--- config.mk ---
export PLATFORM = sky130hd
export DESIGN_NAME = kappa3_seq_controller_flat
export DESIGN_NICKNAME = d
export VERILOG_FILES = /design/src/rtl/kappa3_seq_controller_if.sv /design/src/rtl/kappa3_seq_controller.sv /design/src/flat_wrapper.sv
export SDC_FILE = /design/constraint.sdc
export NUM_CORES = 1
export LEC_CHECK = 0
export BUFFER_PORTS_ARGS = -buffer_cell sky130_fd_sc_hd__buf_2
export CAP_MARGIN = 25
export CORE_ASPECT_RATIO = 0.7
export CORE_UTILIZATION = 30
export DETAILED_ROUTE_END_ITERATION = 8
export PLACE_DENSITY = 0.69
export RECOVER_POWER = 100
export SLEW_MARGIN = 10
export SYNTH_ARGS = -nofsm -noshare
export SYNTH_HDL_FRONTEND = slang
export SYNTH_SLANG_ARGS = --single-unit
--- constraint.sdc ---
create_clock -name clock -period 2.39 [get_ports clock]
set_clock_uncertainty 0.2 [all_clocks]
set_input_delay 0.478 -clock clock [delete_from_list [all_inputs] [get_ports clock]]
set_output_delay 0.478 -clock clock [all_outputs]
set_load 0.03 [all_outputs]
--- src/rtl/kappa3_seq_controller_if.sv ---
// Memory bus between the KAPPA3 sequencer (master) and the memory port (slave).
interface kappa3_seq_controller_if;
  logic       mem_sel;
  logic       mem_read;
  logic       mem_write;
  logic [3:0] mem_wrbits;
  logic       mem_ready;

  modport master (output mem_sel, mem_read, mem_write, mem_wrbits, input mem_ready);
  modport slave  (input mem_sel, mem_read, mem_write, mem_wrbits, output mem_ready);
endinterface

--- src/rtl/kappa3_seq_controller.sv ---
// KAPPA3 multi-cycle sequencer: IF/DE/EX/WB control FSM for an RV32I datapath,
// with a memory-wait timeout and a sticky halt state.
module kappa3_seq_controller #(
  parameter int XLEN     = 32,
  parameter int TO_WIDTH = 4
) (
  input  logic                    clock,
  input  logic                    reset,
  input  logic                    run,
  input  logic [31:0]             ir,
  input  logic [XLEN-1:0]         alu_out,
  kappa3_seq_controller_if.master bus,
  output logic [3:0]              phase,
  output logic                    pc_sel,
  output logic                    pc_ld,
  output logic                    ir_ld,
  output logic                    rd_ld,
  output logic                    a_ld,
  output logic                    b_ld,
  output logic                    a_sel,
  output logic                    b_sel,
  output logic                    c_ld,
  output logic [4:0]              rs1_addr,
  output logic [4:0]              rs2_addr,
  output logic [4:0]              rd_addr,
  output logic [1:0]              rd_sel,
  output logic [XLEN-1:0]         imm,
  output logic [3:0]              alu_ctl,
  output logic                    halted,
  output logic [1:0]              cause
);

  localparam logic [6:0] OP_LUI    = 7'b0110111;
  localparam logic [6:0] OP_AUIPC  = 7'b0010111;
  localparam logic [6:0] OP_JAL    = 7'b1101111;
  localparam logic [6:0] OP_JALR   = 7'b1100111;
  localparam logic [6:0] OP_BRANCH = 7'b1100011;
  localparam logic [6:0] OP_LOAD   = 7'b0000011;
  localparam logic [6:0] OP_STORE  = 7'b0100011;
  localparam logic [6:0] OP_IMM    = 7'b0010011;
  localparam logic [6:0] OP_OP     = 7'b0110011;
  localparam logic [6:0] OP_SYSTEM = 7'b1110011;

  // The last count value at which a still-waiting access gives up.
  localparam logic [TO_WIDTH-1:0] TO_LAST = TO_WIDTH'(2**TO_WIDTH - 2);

  typedef enum logic [2:0] {S_IDLE, S_IF, S_DE, S_EX, S_WB, S_HALT} state_t;

  state_t              state_q, state_d;
  logic [TO_WIDTH-1:0] to_cnt_q, to_cnt_d;
  logic [1:0]          cause_q, cause_d;

  logic [6:0]         opcode;
  logic [2:0]         funct3;
  logic [4:0]         rd;
  logic signed [31:0] imm_dec;
  logic [3:0]         op_ctl;
  logic [3:0]         br_ctl;
  logic [3:0]         store_mask;
  logic               wb_done;
  logic               mem_wait;
  logic               unused_alu_bits;

  assign opcode          = ir[6:0];
  assign funct3          = ir[14:12];
  assign rd              = ir[11:7];
  assign br_ctl          = funct3[2] ? {1'b0, funct3} : {3'b001, funct3[0]};
  assign halted          = (state_q == S_HALT);
  assign cause           = cause_q;
  assign unused_alu_bits = ^alu_out[XLEN-1:2];

  always_comb begin
    imm_dec = '0;
    case (opcode)
      OP_LUI, OP_AUIPC: imm_dec = {ir[31:12], 12'b0};
      OP_JAL:           imm_dec = {{12{ir[31]}}, ir[19:12], ir[20], ir[30:21], 1'b0};
      OP_STORE:         imm_dec = {{20{ir[31]}}, ir[31:25], ir[11:7]};
      OP_BRANCH:        imm_dec = {{20{ir[31]}}, ir[7], ir[30:25], ir[11:8], 1'b0};
      default:          imm_dec = {{20{ir[31]}}, ir[31:20]};
    endcase
  end

  // Only register-register ops use ir[30] to pick SUB; both shift forms use it for SRA.
  always_comb begin
    op_ctl = 4'b1000;
    case (funct3)
      3'b000: op_ctl = (opcode == OP_OP && ir[30]) ? 4'b1001 : 4'b1000;
      3'b001: op_ctl = 4'b1101;
      3'b010: op_ctl = 4'b0100;
      3'b011: op_ctl = 4'b0110;
      3'b100: op_ctl = 4'b1010;
      3'b101: op_ctl = ir[30] ? 4'b1111 : 4'b1110;
      3'b110: op_ctl = 4'b1011;
      3'b111: op_ctl = 4'b1100;
    endcase
  end

  // A zero mask marks a misaligned store, which retires without touching memory.
  always_comb begin
    store_mask = 4'b0000;
    case (funct3[1:0])
      2'b00: store_mask = 4'b0001 << alu_out[1:0];
      2'b01: begin
        if (alu_out[1:0] == 2'b00)      store_mask = 4'b0011;
        else if (alu_out[1:0] == 2'b10) store_mask = 4'b1100;
      end
      2'b10: if (alu_out[1:0] == 2'b00) store_mask = 4'b1111;
      default: store_mask = 4'b0000;
    endcase
  end

  always_comb begin
    state_d        = state_q;
    to_cnt_d       = to_cnt_q;
    cause_d        = cause_q;
    phase          = 4'b0000;
    pc_sel         = 1'b0;
    pc_ld          = 1'b0;
    ir_ld          = 1'b0;
    rd_ld          = 1'b0;
    a_ld           = 1'b0;
    b_ld           = 1'b0;
    a_sel          = 1'b0;
    b_sel          = 1'b0;
    c_ld           = 1'b0;
    rs1_addr       = 5'd0;
    rs2_addr       = 5'd0;
    rd_addr        = 5'd0;
    rd_sel         = 2'b00;
    imm            = '0;
    alu_ctl        = 4'b0000;
    bus.mem_sel    = 1'b0;
    bus.mem_read   = 1'b0;
    bus.mem_write  = 1'b0;
    bus.mem_wrbits = 4'b0000;
    wb_done        = 1'b0;
    mem_wait       = 1'b0;

    case (state_q)
      S_IDLE: begin
        if (run) begin
          state_d  = S_IF;
          to_cnt_d = '0;
        end
      end
      S_IF: begin
        phase        = 4'b0001;
        bus.mem_read = 1'b1;
        if (bus.mem_ready) begin
          ir_ld   = 1'b1;
          state_d = S_DE;
        end else if (to_cnt_q == TO_LAST) begin
          state_d = S_HALT;
          cause_d = 2'b11;
        end else begin
          to_cnt_d = to_cnt_q + TO_WIDTH'(1);
        end
      end
      S_DE: begin
        phase    = 4'b0010;
        a_ld     = 1'b1;
        b_ld     = 1'b1;
        rs1_addr = ir[19:15];
        rs2_addr = ir[24:20];
        imm      = XLEN'(imm_dec);
        case (opcode)
          OP_SYSTEM: begin
            state_d = S_HALT;
            cause_d = 2'b01;
          end
          OP_LUI, OP_AUIPC, OP_JAL, OP_JALR, OP_BRANCH,
          OP_LOAD, OP_STORE, OP_IMM, OP_OP: state_d = S_EX;
          default: begin
            state_d = S_HALT;
            cause_d = 2'b10;
          end
        endcase
      end
      S_EX: begin
        phase    = 4'b0100;
        c_ld     = 1'b1;
        state_d  = S_WB;
        to_cnt_d = '0;
        case (opcode)
          OP_LUI: b_sel = 1'b1;
          OP_AUIPC, OP_JAL, OP_BRANCH: begin
            a_sel   = 1'b1;
            b_sel   = 1'b1;
            alu_ctl = 4'b1000;
          end
          OP_JALR, OP_LOAD, OP_STORE: begin
            b_sel   = 1'b1;
            alu_ctl = 4'b1000;
          end
          OP_IMM: begin
            b_sel   = 1'b1;
            alu_ctl = op_ctl;
          end
          OP_OP:   alu_ctl = op_ctl;
          default: alu_ctl = 4'b0000;
        endcase
      end
      S_WB: begin
        phase   = 4'b1000;
        rd_addr = rd;
        case (opcode)
          OP_LUI, OP_AUIPC, OP_IMM, OP_OP: begin
            rd_sel  = 2'b10;
            rd_ld   = (rd != 5'd0);
            wb_done = 1'b1;
          end
          OP_JAL, OP_JALR: begin
            rd_sel  = 2'b01;
            rd_ld   = (rd != 5'd0);
            pc_sel  = 1'b1;
            wb_done = 1'b1;
          end
          OP_BRANCH: begin
            alu_ctl = br_ctl;
            pc_sel  = alu_out[0];
            wb_done = 1'b1;
          end
          OP_LOAD: begin
            bus.mem_sel  = 1'b1;
            bus.mem_read = 1'b1;
            if (bus.mem_ready) begin
              rd_ld   = (rd != 5'd0);
              wb_done = 1'b1;
            end else begin
              mem_wait = 1'b1;
            end
          end
          OP_STORE: begin
            bus.mem_sel = 1'b1;
            if (store_mask == 4'b0000) begin
              wb_done = 1'b1;
            end else begin
              bus.mem_write  = 1'b1;
              bus.mem_wrbits = store_mask;
              wb_done        = bus.mem_ready;
              mem_wait       = !bus.mem_ready;
            end
          end
          default: wb_done = 1'b1;
        endcase
        pc_ld = wb_done;
        if (wb_done) begin
          state_d  = run ? S_IF : S_IDLE;
          to_cnt_d = '0;
        end else if (mem_wait) begin
          if (to_cnt_q == TO_LAST) begin
            state_d = S_HALT;
            cause_d = 2'b11;
          end else begin
            to_cnt_d = to_cnt_q + TO_WIDTH'(1);
          end
        end
      end
      S_HALT: state_d = S_HALT;
      default: state_d = S_IDLE;
    endcase
  end

  always_ff @(posedge clock) begin
    if (!reset) begin
      state_q  <= S_IDLE;
      to_cnt_q <= '0;
      cause_q  <= 2'b00;
    end else begin
      state_q  <= state_d;
      to_cnt_q <= to_cnt_d;
      cause_q  <= cause_d;
    end
  end

endmodule

--- src/flat_wrapper.sv ---
// flat-port wrapper written by rule: the top's interface ports become plain ports
module kappa3_seq_controller_flat 
#(
  parameter int XLEN     = 32,
  parameter int TO_WIDTH = 4
)
  (clock, reset, run, ir, alu_out, phase, pc_sel, pc_ld, ir_ld, rd_ld, a_ld, b_ld, a_sel, b_sel, c_ld, rs1_addr, rs2_addr, rd_addr, rd_sel, imm, alu_ctl, halted, cause, bus_mem_sel, bus_mem_read, bus_mem_write, bus_mem_wrbits, bus_mem_ready);
  kappa3_seq_controller_if bus_i ();
  input  logic clock;
  input  logic reset;
  input  logic run;
  input  logic [31:0] ir;
  input  logic [XLEN-1:0] alu_out;
  output logic [3:0] phase;
  output logic pc_sel;
  output logic pc_ld;
  output logic ir_ld;
  output logic rd_ld;
  output logic a_ld;
  output logic b_ld;
  output logic a_sel;
  output logic b_sel;
  output logic c_ld;
  output logic [4:0] rs1_addr;
  output logic [4:0] rs2_addr;
  output logic [4:0] rd_addr;
  output logic [1:0] rd_sel;
  output logic [XLEN-1:0] imm;
  output logic [3:0] alu_ctl;
  output logic halted;
  output logic [1:0] cause;
  output wire logic [$bits(bus_i.mem_sel)-1:0] bus_mem_sel;
  output wire logic [$bits(bus_i.mem_read)-1:0] bus_mem_read;
  output wire logic [$bits(bus_i.mem_write)-1:0] bus_mem_write;
  output wire logic [$bits(bus_i.mem_wrbits)-1:0] bus_mem_wrbits;
  input wire logic [$bits(bus_i.mem_ready)-1:0] bus_mem_ready;
  assign bus_mem_sel = bus_i.mem_sel;
  assign bus_mem_read = bus_i.mem_read;
  assign bus_mem_write = bus_i.mem_write;
  assign bus_mem_wrbits = bus_i.mem_wrbits;
  assign bus_i.mem_ready = bus_mem_ready;
  kappa3_seq_controller #(.XLEN(XLEN), .TO_WIDTH(TO_WIDTH)) u_core (.clock(clock), .reset(reset), .run(run), .ir(ir), .alu_out(alu_out), .bus(bus_i), .phase(phase), .pc_sel(pc_sel), .pc_ld(pc_ld), .ir_ld(ir_ld), .rd_ld(rd_ld), .a_ld(a_ld), .b_ld(b_ld), .a_sel(a_sel), .b_sel(b_sel), .c_ld(c_ld), .rs1_addr(rs1_addr), .rs2_addr(rs2_addr), .rd_addr(rd_addr), .rd_sel(rd_sel), .imm(imm), .alu_ctl(alu_ctl), .halted(halted), .cause(cause));
endmodule
Yosys cells after proc, flatten, opt, wreduce, memory -nomap -nowiden. Index checks and enable logic that the tools add are counted. W data, S select, Z words.

Bits in registers: 9. Bits of input ports: 68. Output and inout bits: 76. Logic and storage cells: 130.

Add/sub/neg operators: 1. Equal/unequal tests: 32. Shift-type cells: 1. Mux-type cells: 70. Reduce and logical (&&, ||, !) cells: 23.

Operators by type and width (number): $pmux W31 S4 (1); $mux W4 (12); $mux W32 (1); $pmux W4 S4 (2); $pmux W4 S8 (1); $eq A7 B7 Y1 const B (4); $mux W1 (26); $eq A7 B6 Y1 const B (3); $mux W3 (7); $eq A3 B3 Y1 const B (6); $pmux W3 S6 (1); $pmux W4 S2 (2); $mux W5 (3); $eq A7 B5 Y1 const B (2); $eq A3 B2 Y1 const B (4); $pmux W4 S3 (1); $reduce_or A6 Y1 (2); $mux W2 (5); $pmux W1 S2 (5); $reduce_or A9 Y1 (1); $ne A2 B2 Y1 const B (4); $pmux W2 S2 (2); $reduce_or A2 Y1 (4); $reduce_or A8 Y1 (1); other kinds (23) (27).

Depth between registers and ports, before layout.
Depth in word-level cells: 11. Mapped depth: 8. Depth with buffers taken out: 7.

Worst setup path before layout. OpenSTA, ideal clock, no wires.

Kind: input to output. Start point: in ir[2]. End point: out bus_mem_wrbits[0]. Arrival: 2.026 ns. Data required time: 1.712 ns. Path slack: -0.314 ns. Stages: 6. Path buffers: 2. Cells stage by stage: buf_4 nand4bb_1 nor2_1 buf_4 nand2_2 a2111oi_2.

Longest elaborated chain between the ends: 3.

Ends and longest elaborated chain: from (decl) (RTL line flat_wrapper.sv:12) `input logic [31:0] ir;`; $eq A7 B6 Y1 (RTL line kappa3_seq_controller.sv:206) `case (opcode)`; $mux W4 (RTL line kappa3_seq_controller.sv:206); $mux W4 (RTL line kappa3_seq_controller.sv:139) `case (state_q)`; to (decl) (RTL line flat_wrapper.sv:35) `output wire logic [$bits(bus_i.mem_wrbits)-1:0] bus_mem_wrbits;`.

No other way between the ends.

Worst setup path after layout.
Start point: in ir[3]. End point: out imm[27].

Longest elaborated chain between the ends: 4. Elaborated cells on any way between the ends: 8. Classes of those cells: 5 x eq/ne; 2 x mux; 1 x reduce/logical.

Ends and longest elaborated chain: $eq A7 B6 Y1 / $eq A7 B5 Y1 (equally long branches) (RTL line kappa3_seq_controller.sv:74) `case (opcode)`; $reduce_or A2 Y1 (RTL line kappa3_seq_controller.sv:74); $pmux W31 S4 (*) (RTL line kappa3_seq_controller.sv:74); $mux W32 (*) (RTL line kappa3_seq_controller.sv:139); to (decl) (RTL line flat_wrapper.sv:28) `output logic [XLEN-1:0] imm;`.

Mark *: on every way between the ends. The rest lies on a longest branch, timed or not.

==> impl_metrics.env <==
export IMPL_start_util=0.3170
export IMPL_cp_num_buf_inv=4
export IMPL_clk_latency_ns=0.23
export IMPL_synth_seq_cells=9
export IMPL_fp_dieH_um=64.69
export IMPL_die_area_um2=5922
export IMPL_crit_path_end="imm[27]"
export IMPL_drc=0
export IMPL_syn_avg_cell_area_um2=6.192
export IMPL_grt_max_degree=18
export IMPL_n_antenna_cell=0
export IMPL_synth_warnings=0
export IMPL_wirelength_mm=7.422
export IMPL_p_total_mw=0.7736
export IMPL_avgViaCountPerCell=5.304
export IMPL_violations="setup timing"
export IMPL_vdd_drop_max_mv=0.1432
export IMPL_dp_hpwl_mm=5.569
export IMPL_final_cell_area_um2=3203
export IMPL_cp_max_fo=7
export IMPL_min_period_ns=2.469
export IMPL_rsz0062_at_grt="true"
export IMPL_grt_pass1_vias=2369
export IMPL_seq_area_frac_synth=0.1070
export IMPL_place_area_um2=2690
export IMPL_setup_viol=26
export IMPL_htreeDepth=1
export IMPL_cts_hold_buf=0
export IMPL_tightest_slew_ns=0.6471
export IMPL_leakage_nw=1.490
export IMPL_yosysUniqueCellTypes=54
export IMPL_routabilityCongestion=0.8735
export IMPL_fmax_ghz=0.4050
export IMPL_cpPeakStageDelay_ns=0.25
export IMPL_root_buffer="clkbuf_8"
export IMPL_slew_headroom=0.5641
export IMPL_finalCritPeriodShare=1.033
export IMPL_crit_slowest_cell="nand4bb_4"
export IMPL_clk_pin_slew_worst_paths_ns=0.04
export IMPL_tritoncts_num_sinks=9
export IMPL_fin_util=0.6029
export IMPL_crit_type="input port to output pin"
export IMPL_synth_cells=272
export IMPL_r2r_end="u_core.to_cnt_q[2]"
export IMPL_antenna_found_initial=0
export IMPL_die_w_um=91.55
export IMPL_core_um2=5313
export IMPL_finalMaxSlewViolations=0
export IMPL_port_buffers=113
export IMPL_vias=2615
export IMPL_cts_tree="yes"
export IMPL_netlist_area_um2=1684
export IMPL_drv_cap=0
export IMPL_worst_path_stages=9
export IMPL_status="finished with violations"
export IMPL_min_from="u_core.cause[0]"
export IMPL_endpoint_kind="output pin"
export IMPL_syn_to_final_growth_pct=90.19
export IMPL_drive_gt1_frac=0.5226
export IMPL_path_delay_family="buffers and inverters"
export IMPL_crit_path_start="ir[3]"
export IMPL_pin_count=144
export IMPL_rrSetupSlack_ns=0.40
export IMPL_pre_cts_slack_ns=-0.1879
export IMPL_cp_cell_sequence="buf_8 -> nand4bb_4 -> nor2_2 -> buf_4 -> nor2_2 -> o21ai_2 -> buf_6 -> a21oi_1 -> buf_4"
export IMPL_hold_viol_final=0
export IMPL_wl_per_cell_um=15.05
export IMPL_grt_pass1_wl_mm=11.31
export IMPL_grt_usage=0.2341
export IMPL_cp_arrival_ns=1.79
export IMPL_critPathLaunchType="input port"
export IMPL_fin_nets=492
export IMPL_antenna_left=0
export IMPL_drtPass1Iterations=5
export IMPL_cts_buffers=3
export IMPL_drt_iter0_drc=227
export IMPL_rows=22
export IMPL_worst_slack_ns=-0.07893
export IMPL_min_path_type="register to register"
export IMPL_grt_overflow=0
export IMPL_timing_rr_start="u_core.state_q[1]"
export IMPL_reg2regPathDepth=9
export IMPL_crit_required_ns=1.71
export IMPL_synth_net_count=342
export IMPL_holdPathStages=1
export IMPL_clk_path_buf_depth=2
export IMPL_power_density_nw_per_um2=241.5
==> sequential cells by signal, indices dropped and copies added, names as in the netlist <==
| name | flops |
|---|---|
| u_core.to_cnt_q | 4 |
| u_core.cause | 2 |
| u_core.state_q | 3 |
==> worst register-to-register path, delay by kind of cell, from the launching register on <==
kind / cells / cell delay (ns)
buffers and inverters: 3 / 0.40
and+or+nand+nor: 4 / 0.50
AOI/OAI and AO/OA: 2 / 0.49
DFF: 1 / 0.31
==> cell usage in the layout, fill, tap and decap left out, drive strengths merged, types with 2 or more instances in the layout <==
cell,netlist,routed
a32oi,2,2
nand3b,2,2
xnor2,3,3
nor2b,2,2
nor2,36,36
nand3,9,9
a21oi,36,36
ha,2,2
or3b,2,2
buf,16,130
clkbuf,7,42
a211oi,4,4
nor3,11,11
a22oi,4,4
and3,21,21
a21boi,3,3
a31oi,3,3
o21bai,3,3
and2,4,4
nand2b,5,5
o21ai,15,15
dfxtp,9,9
or3,2,2
nand2,41,41
nand4,2,2
inv,15,15
==> Yosys cell counts, drive strengths merged <==
cell type  instances  share of area
and3              21          0.078
o21ai             15          0.049
a21o               1         0.0045
inv               15          0.033
nand2             41          0.097
a21boi             3          0.013
nor2b              2          0.010
a41oi              1         0.0052
a31oi              3          0.011
a2111oi            1         0.0089
nand4bb            1         0.0067
or4                1         0.0045
nor2              36          0.080
and2               4          0.016
o211a              1         0.0059
xnor2              3          0.016
o22ai              1         0.0037
a221o              1         0.0059
clkbuf             7          0.016
o211ai             1         0.0045
nor3              11          0.042
nand4              2         0.0074
nand3              9          0.030
o31ai              1         0.0045
or3b               2          0.010
a21oi             36           0.12
dfxtp              9           0.11
a22oi              4          0.018
buf               16          0.065
a32oi              2          0.010
nand2b             5          0.019
o21bai             3          0.016
ha                 2          0.015
nand4b             1         0.0052
nand3b             2         0.0089
or3                2         0.0074
o221a              1         0.0067
a311oi             1         0.0089
a211oi             4          0.024
==> timing repair <==
action                     4_1_cts  5_1_grt
resized for setup               74       68
buffers inserted                 3        2
pin swaps                       17       13
cloned                           0        1
setup endpoints to repair       37       45
==> power by group <==
group | total, mW | internal (mW) | switching (mW)
registers | 0.169 | 0.161 | 0.00797
clock network | 0.172 | 0.116 | 0.0566
logic | 0.432 | 0.174 | 0.258
==> how the worst min path moves through the flow <==
stage,endpoint,slack (ns)
2_1_floorplan,u_core.to_cnt_q[3],0.28
3_3_place_gp,u_core.to_cnt_q[3],0.29
3_5_place_dp,u_core.cause[0],0.29
4_1_cts,u_core.cause[0],0.31
5_1_grt,u_core.cause[0],0.35
6_report,u_core.cause[0],0.31
==> logic make-up (layout without fill, tap and decap cells) <==
group,after synthesis,after routing,share of synthesized area
buffers and inverters,38,187,0.1151
adder cells (fa/ha/maj),2,2,0.01486
XOR/XNOR,3,3,0.01560
AND/OR/NAND/NOR,140,140,0.4227
AO/OA/AOI/OAI,80,80,0.3247
flip-flops,9,9,0.1070
==> metal layers <==
layer  up-vias  part of all wire  track usage  wire length [um]
met4         0            0.0050      0.01389                37
li1       1257                 -            -                 -
met1      1223              0.45       0.3146              3364
met5         -                 0            0                 0
met2       128              0.47       0.4126              3494
met3         7             0.071      0.03638               526
==> through the flow <==
step	setup TNS, ns	hold WS [ns]	std cells
global placement	-4.273	0.2911	483
finish	-1.320	0.3071	493
global route	-2.759	0.3477	493
CTS	-0.3912	0.3091	490
floorplan	-3.318	0.2763	272
detailed placement	-4.644	0.2930	483
==> area by class of cell <==
class / instances / area (um2)
flip-flops and latches: 9 / 183.9
multi-input cells: 225 / 1573
fillers: 486 / 2110
clock buffers: 4 / 45.04
repair buffers: 168 / 1250
well taps: 72 / 90.09
inverters: 15 / 61.31
No activity file was read; power rests on OpenSTA's default activity.
